## config.mk

```make
export PLATFORM = sky130hd
export DESIGN_NAME = mem_access_unit
export DESIGN_NICKNAME = d
export VERILOG_FILES = /design/src/rtl/mem_access_unit.sv
export SDC_FILE = /design/constraint.sdc
export NUM_CORES = 1
export LEC_CHECK = 0
export ABC_AREA = 0
export CAP_MARGIN = 5
export CORE_MARGIN = 2
export CORE_UTILIZATION = 42
export CTS_CLUSTER_SIZE = 16
export DETAILED_ROUTE_END_ITERATION = 12
export PLACE_DENSITY = 0.81
export SYNTH_ARGS = -nofsm -noshare
export SYNTH_HDL_FRONTEND = slang
export SYNTH_SLANG_ARGS = --single-unit
```

## constraint.sdc

```tcl
create_clock -name clk -period 4.3 [get_ports clk]
set_input_delay 0.86 -clock clk [delete_from_list [all_inputs] [get_ports clk]]
set_output_delay 0.86 -clock clk [all_outputs]
set_load 0.05 [all_outputs]
```

## src/rtl/mem_access_unit.sv

```systemverilog
`default_nettype none
// ============================================================================
// Module  : mem_access_unit
// Brief   : Single-outstanding load/store sequencer driving the virtual memory
//           bus, with misaligned-access trapping and a registered response.
// Revision: 1.0  initial release
// ============================================================================
module mem_access_unit #(
    parameter int READ_LATENCY = 1,
    parameter int ALIGN_CHECK  = 1
) (
    input  logic        clk,
    input  logic        reset,
    input  logic        req_valid,
    output logic        req_ready,
    input  logic        req_write,
    input  logic [31:0] req_addr,
    input  logic [31:0] req_wdata,
    output logic        resp_valid,
    input  logic        resp_ready,
    output logic [31:0] resp_data,
    output logic        resp_err,
    output logic [31:0] mem_addr,
    output logic [31:0] mem_din,
    output logic        mem_wen,
    input  logic [31:0] mem_dout
);

    typedef enum logic [1:0] {
        IDLE  = 2'd0,
        ISSUE = 2'd1,
        WAIT  = 2'd2,
        RESP  = 2'd3
    } state_t;

    localparam logic [2:0] C_WAIT_INIT   = 3'(READ_LATENCY - 1);
    localparam logic       C_ALIGN_CHECK = (ALIGN_CHECK != 0);

    state_t      state_q;
    logic        write_q;
    logic [2:0]  cnt_q;
    logic        resp_valid_q;
    logic        resp_err_q;
    logic [31:0] resp_data_q;
    logic [31:0] mem_addr_q;
    logic [31:0] mem_din_q;
    logic        mem_wen_q;
    logic        w_misaligned;

    assign w_misaligned = C_ALIGN_CHECK && (req_addr[1:0] != 2'b00);

    always_ff @(posedge clk or posedge reset) begin
        if (reset) begin
            state_q      <= IDLE;
            write_q      <= 1'b0;
            cnt_q        <= 3'd0;
            resp_valid_q <= 1'b0;
            resp_err_q   <= 1'b0;
            resp_data_q  <= 32'd0;
            mem_addr_q   <= 32'd0;
            mem_din_q    <= 32'd0;
            mem_wen_q    <= 1'b0;
        end else begin
            case (state_q)
                IDLE: begin
                    if (req_valid) begin
                        mem_addr_q <= req_addr;
                        mem_din_q  <= req_wdata;
                        write_q    <= req_write;
                        if (w_misaligned) begin
                            // Trap straight to a response; the bus never strobes.
                            state_q      <= RESP;
                            resp_valid_q <= 1'b1;
                            resp_err_q   <= 1'b1;
                            resp_data_q  <= 32'd0;
                        end else begin
                            state_q   <= ISSUE;
                            mem_wen_q <= req_write;
                        end
                    end
                end
                ISSUE: begin
                    mem_wen_q <= 1'b0;
                    if (write_q) begin
                        state_q      <= RESP;
                        resp_valid_q <= 1'b1;
                        resp_err_q   <= 1'b0;
                        resp_data_q  <= 32'd0;
                    end else begin
                        state_q <= WAIT;
                        cnt_q   <= C_WAIT_INIT;
                    end
                end
                WAIT: begin
                    if (cnt_q == 3'd0) begin
                        state_q      <= RESP;
                        resp_valid_q <= 1'b1;
                        resp_err_q   <= 1'b0;
                        resp_data_q  <= mem_dout;
                    end else begin
                        cnt_q <= cnt_q - 3'd1;
                    end
                end
                RESP: begin
                    if (resp_ready) begin
                        state_q      <= IDLE;
                        resp_valid_q <= 1'b0;
                    end
                end
                default: state_q <= IDLE;
            endcase
        end
    end

    assign req_ready  = (state_q == IDLE);
    assign resp_valid = resp_valid_q;
    assign resp_data  = resp_data_q;
    assign resp_err   = resp_err_q;
    assign mem_addr   = mem_addr_q;
    assign mem_din    = mem_din_q;
    assign mem_wen    = mem_wen_q;

endmodule
`default_nettype wire

```

==> key figures <==
Worst setup path
  • CP Launch Type: flop
  • Crit path to: req_ready
  • Largest delay contributor family on the critical path: buffers and inverters
  • CP Data Arrival Time: 2.19 ns
  • Crit end category: output pin
  • Critical path cell sequence: inv_1 > ha_1 > clkdlybuf4s50_1
  • Worst EP required: 3.44 ns
  • Critical path origin: state_q[0]
  • Max FO, Critical Path: 9
  • Worst path depth: 3
  • Worst reg2reg path startpoint: state_q[0]
  • CP Buf/Inv Count: 2
  • Reg2reg path depth: 7
  • Slowest CP cell: clkdlybuf4s50_1
  • Critical setup path kind: reg2out
  • Worst path max stage delay: 0.88 ns
  • Reg2reg setup slack: 1.80 ns
  • Reg2reg end: resp_data[31]

Cells and area
  • Layout cells sized above 1: 18.0%
  • Fillers: 820
  • Layout Nets: 642
  • Commonest non-fill, non-tap cells in the layout: clkdlybuf4s50_1, dfrtp_1, mux2_2
  • Non-Filler Instances: 675
  • Layout area overhead: 52.1%
  • Commonest non-fill, non-tap cell in the layout: clkdlybuf4s50_1
  • Antenna cells: 0

Clock network
  • Clock sinks: 105
  • TritonCTS clock tree: done
  • Clk buf depth: 2
  • Setup bufs post-CTS: 0
  • Cts hold-fix bufs: 0
  • Post-CTS Resized: 0
  • H-Tree Depth: 3
  • Clock-pin slew on the worst setup and hold paths: 0.10 ns
  • CTS Buf Count: 9
  • Root buffer cell: clkbuf_8
  • Clock Latency Late Sink: 0.36 ns

GRT
  • Total global-route track usage: 19.1%
  • GR Overflow Total: 0
  • First-pass GRT wire length: 17.1 mm
  • Vias in the first global route: 3,448
  • Largest net degree at the start of global routing: 69
  • Initial antenna violation count: 0

Yosys
  • Largest family of logic cells by synthesized area: multiplexers
  • Syn Area/Cell: 12.8 um^2
  • Multiplexer share of the synthesized area: 17.0%
  • YS warnings: 0
  • Sequential area share after synthesis: 60.0%
  • Synth Register Bits: 105
  • XOR/XNOR share of the synthesized area: 0%
  • Synth unique cells: 23
  • Post-synthesis cell count: 343
  • Simple-gate area share of the yosys netlist: 4.86%
  • Post-Synth Adder-Cell Area: 2.00%
  • Cell area after synthesis: 0.00438 mm^2
  • Compound-Gate Fraction of Synth Area: 12.4%
  • Syn_nets: 451

STA
  • Final hold violation count: 0
  • Worst Clk Skew: 0.0120 ns
  • Finish-stage setup viols: 0
  • Final period demand of the worst path: 3.05 ns
  • Max Fclk: 328 MHz
  • Hold slack final: 0.509 ns
  • Slew @ Worst Pin: 1.10 ns
  • Fin. max-slew vios: 0
  • Setup TNS: 0 ns
  • Max_slew headroom: 27.0%
  • Part of the cycle the worst path needs: 70.9%
  • RSZ-0062 raised after global routing: no

Place
  • DP Wirelength: 7.78 mm
  • Buffers added on ports: 200
  • # placed instances: 659
  • Final GP Congestion: 0.779

Run
  • Max-capacitance violation count: 0

Floorplanning
  • Die Y: 106 um
  • Die outline width: 106 um
  • Starting density of the core: 42.8%
  • Io pins: 201
  • Die area: 0.0113 mm^2
  • Core Region: 0.0102 mm^2
  • Row cnt: 37

Worst hold path
  • Hold Path Class: reg2reg
  • Min-delay src: resp_data[22]

Drt
  • DRT antenna net count: 0
  • Iteration-0 DRC Markers: 100
  • DRC: 0
  • Drt total wl: 10.7 mm
  • Detailed-route wire length per cell: 15.8 um
  • Vias: 3,361
  • Drt first pass iters: 4
  • Via-per-instance ratio: 4.98

Pwr
  • Peak supply drop: 0.498 mV
  • P_leak: 0.00273 uW
  • PD cells: 895 mW/mm^2
  • Total power: 5960 uW

Run status
  • Run status: completed
-- cells in the mapped netlist --
cell | n | area share [%]
dfrtp_1 | 105 | 60
mux2_2 | 66 | 17
nand2_1 | 39 | 3.3
o21ai_0 | 35 | 4.0
o31ai_1 | 33 | 5.7
buf_2 | 11 | 1.3
clkbuf_1 | 11 | 0.94
inv_1 | 8 | 0.69
ha_1 | 7 | 2.0
o21ai_2 | 6 | 1.2
a22o_1 | 3 | 0.60
nand2b_1 | 3 | 0.43
nor2_1 | 3 | 0.26
nor2b_1 | 3 | 0.43
buf_6 | 2 | 0.51
a21oi_1 | 1 | 0.11
a31oi_1 | 1 | 0.14
buf_8 | 1 | 0.34
nor4b_1 | 1 | 0.20
o2111ai_2 | 1 | 0.34
o21bai_1 | 1 | 0.17
o221ai_1 | 1 | 0.20
or3b_1 | 1 | 0.20
-- report_power, final --
group / leakage, uW / switching (uW) / internal (uW)
combinational: 0.00134 / 2410 / 1280
sequential: 0.00130 / 235 / 1450
clock: 0.0000912 / 352 / 234
-- sequential cells by signal, indices dropped and copies added, names as in the netlist --
| name | cells |
|---|---|
| mem_addr | 32 |
| state_q | 2 |
| mem_wen | 1 |
| resp_data | 32 |
| write_q | 1 |
| cnt_q | 3 |
| mem_din | 32 |
| resp_err | 1 |
| resp_valid | 1 |
-- worst reg2reg max path, stage by stage, from the launching register on --
cell       delay, ns
dfrtp_1         0.44
inv_1           0.14
ha_1            0.38
or3b_1          0.46
o2111ai_4       0.11
buf_4           0.56
o21ai_0         0.21
o31ai_1         0.11
-- cell type report --
cell class,count,area (um^2),share of cell area [%]
sequential,105,2630,39.5
multi-input combinational,205,1600,24.1
clock inverter,6,48.8,0.733
tap,136,170,2.55
timing repair buffer,205,2040,30.6
inverter,8,32.5,0.488
clock buffer,10,138,2.07
-- worst min path at each step --
stage                          endpoint  slack, ns  cells after the start
after floorplan                cnt_q[2]       0.49                      2
after global placement    resp_data[27]       0.49                      2
after detailed placement    mem_din[21]       0.49                      1
after CTS                   mem_addr[1]       0.52                      1
after global routing         mem_din[1]       0.53                      1
final                     resp_data[22]       0.51                      2
-- metrics by stage --
| step | util [%] | setup slack [ns] | cell area [um^2] |
|---|---|---|---|
| 3_5_place_dp | 63.3 | 1.45 | 6470 |
| 5_1_grt | 65.1 | 1.11 | 6660 |
| 3_3_place_gp | 63.3 | 1.51 | 6470 |
| 6_report | 65.1 | 1.25 | 6660 |
| 4_1_cts | 65.1 | 1.22 | 6660 |
| 2_1_floorplan | - | 0.679 | 4380 |
-- cells by family after synthesis --
| group | Yosys count |
|---|---|
| mux | 66 |
| flops | 105 |
| simple gates | 50 |
| compound gates | 82 |
| buf+inv | 33 |
| fa+ha+maj | 7 |
-- metal layers --
metal / up-vias / part of all wire (%) / GRT usage [%]
met1: 1631 / 41 / 23.4
li1: 1595 / - / -
met3: 22 / 5.1 / 3.31
met2: 113 / 51 / 33.3
met5: - / 0 / 0
met4: 0 / 2.8 / 7.99
Note: power is estimated with default switching activity, not from simulation.
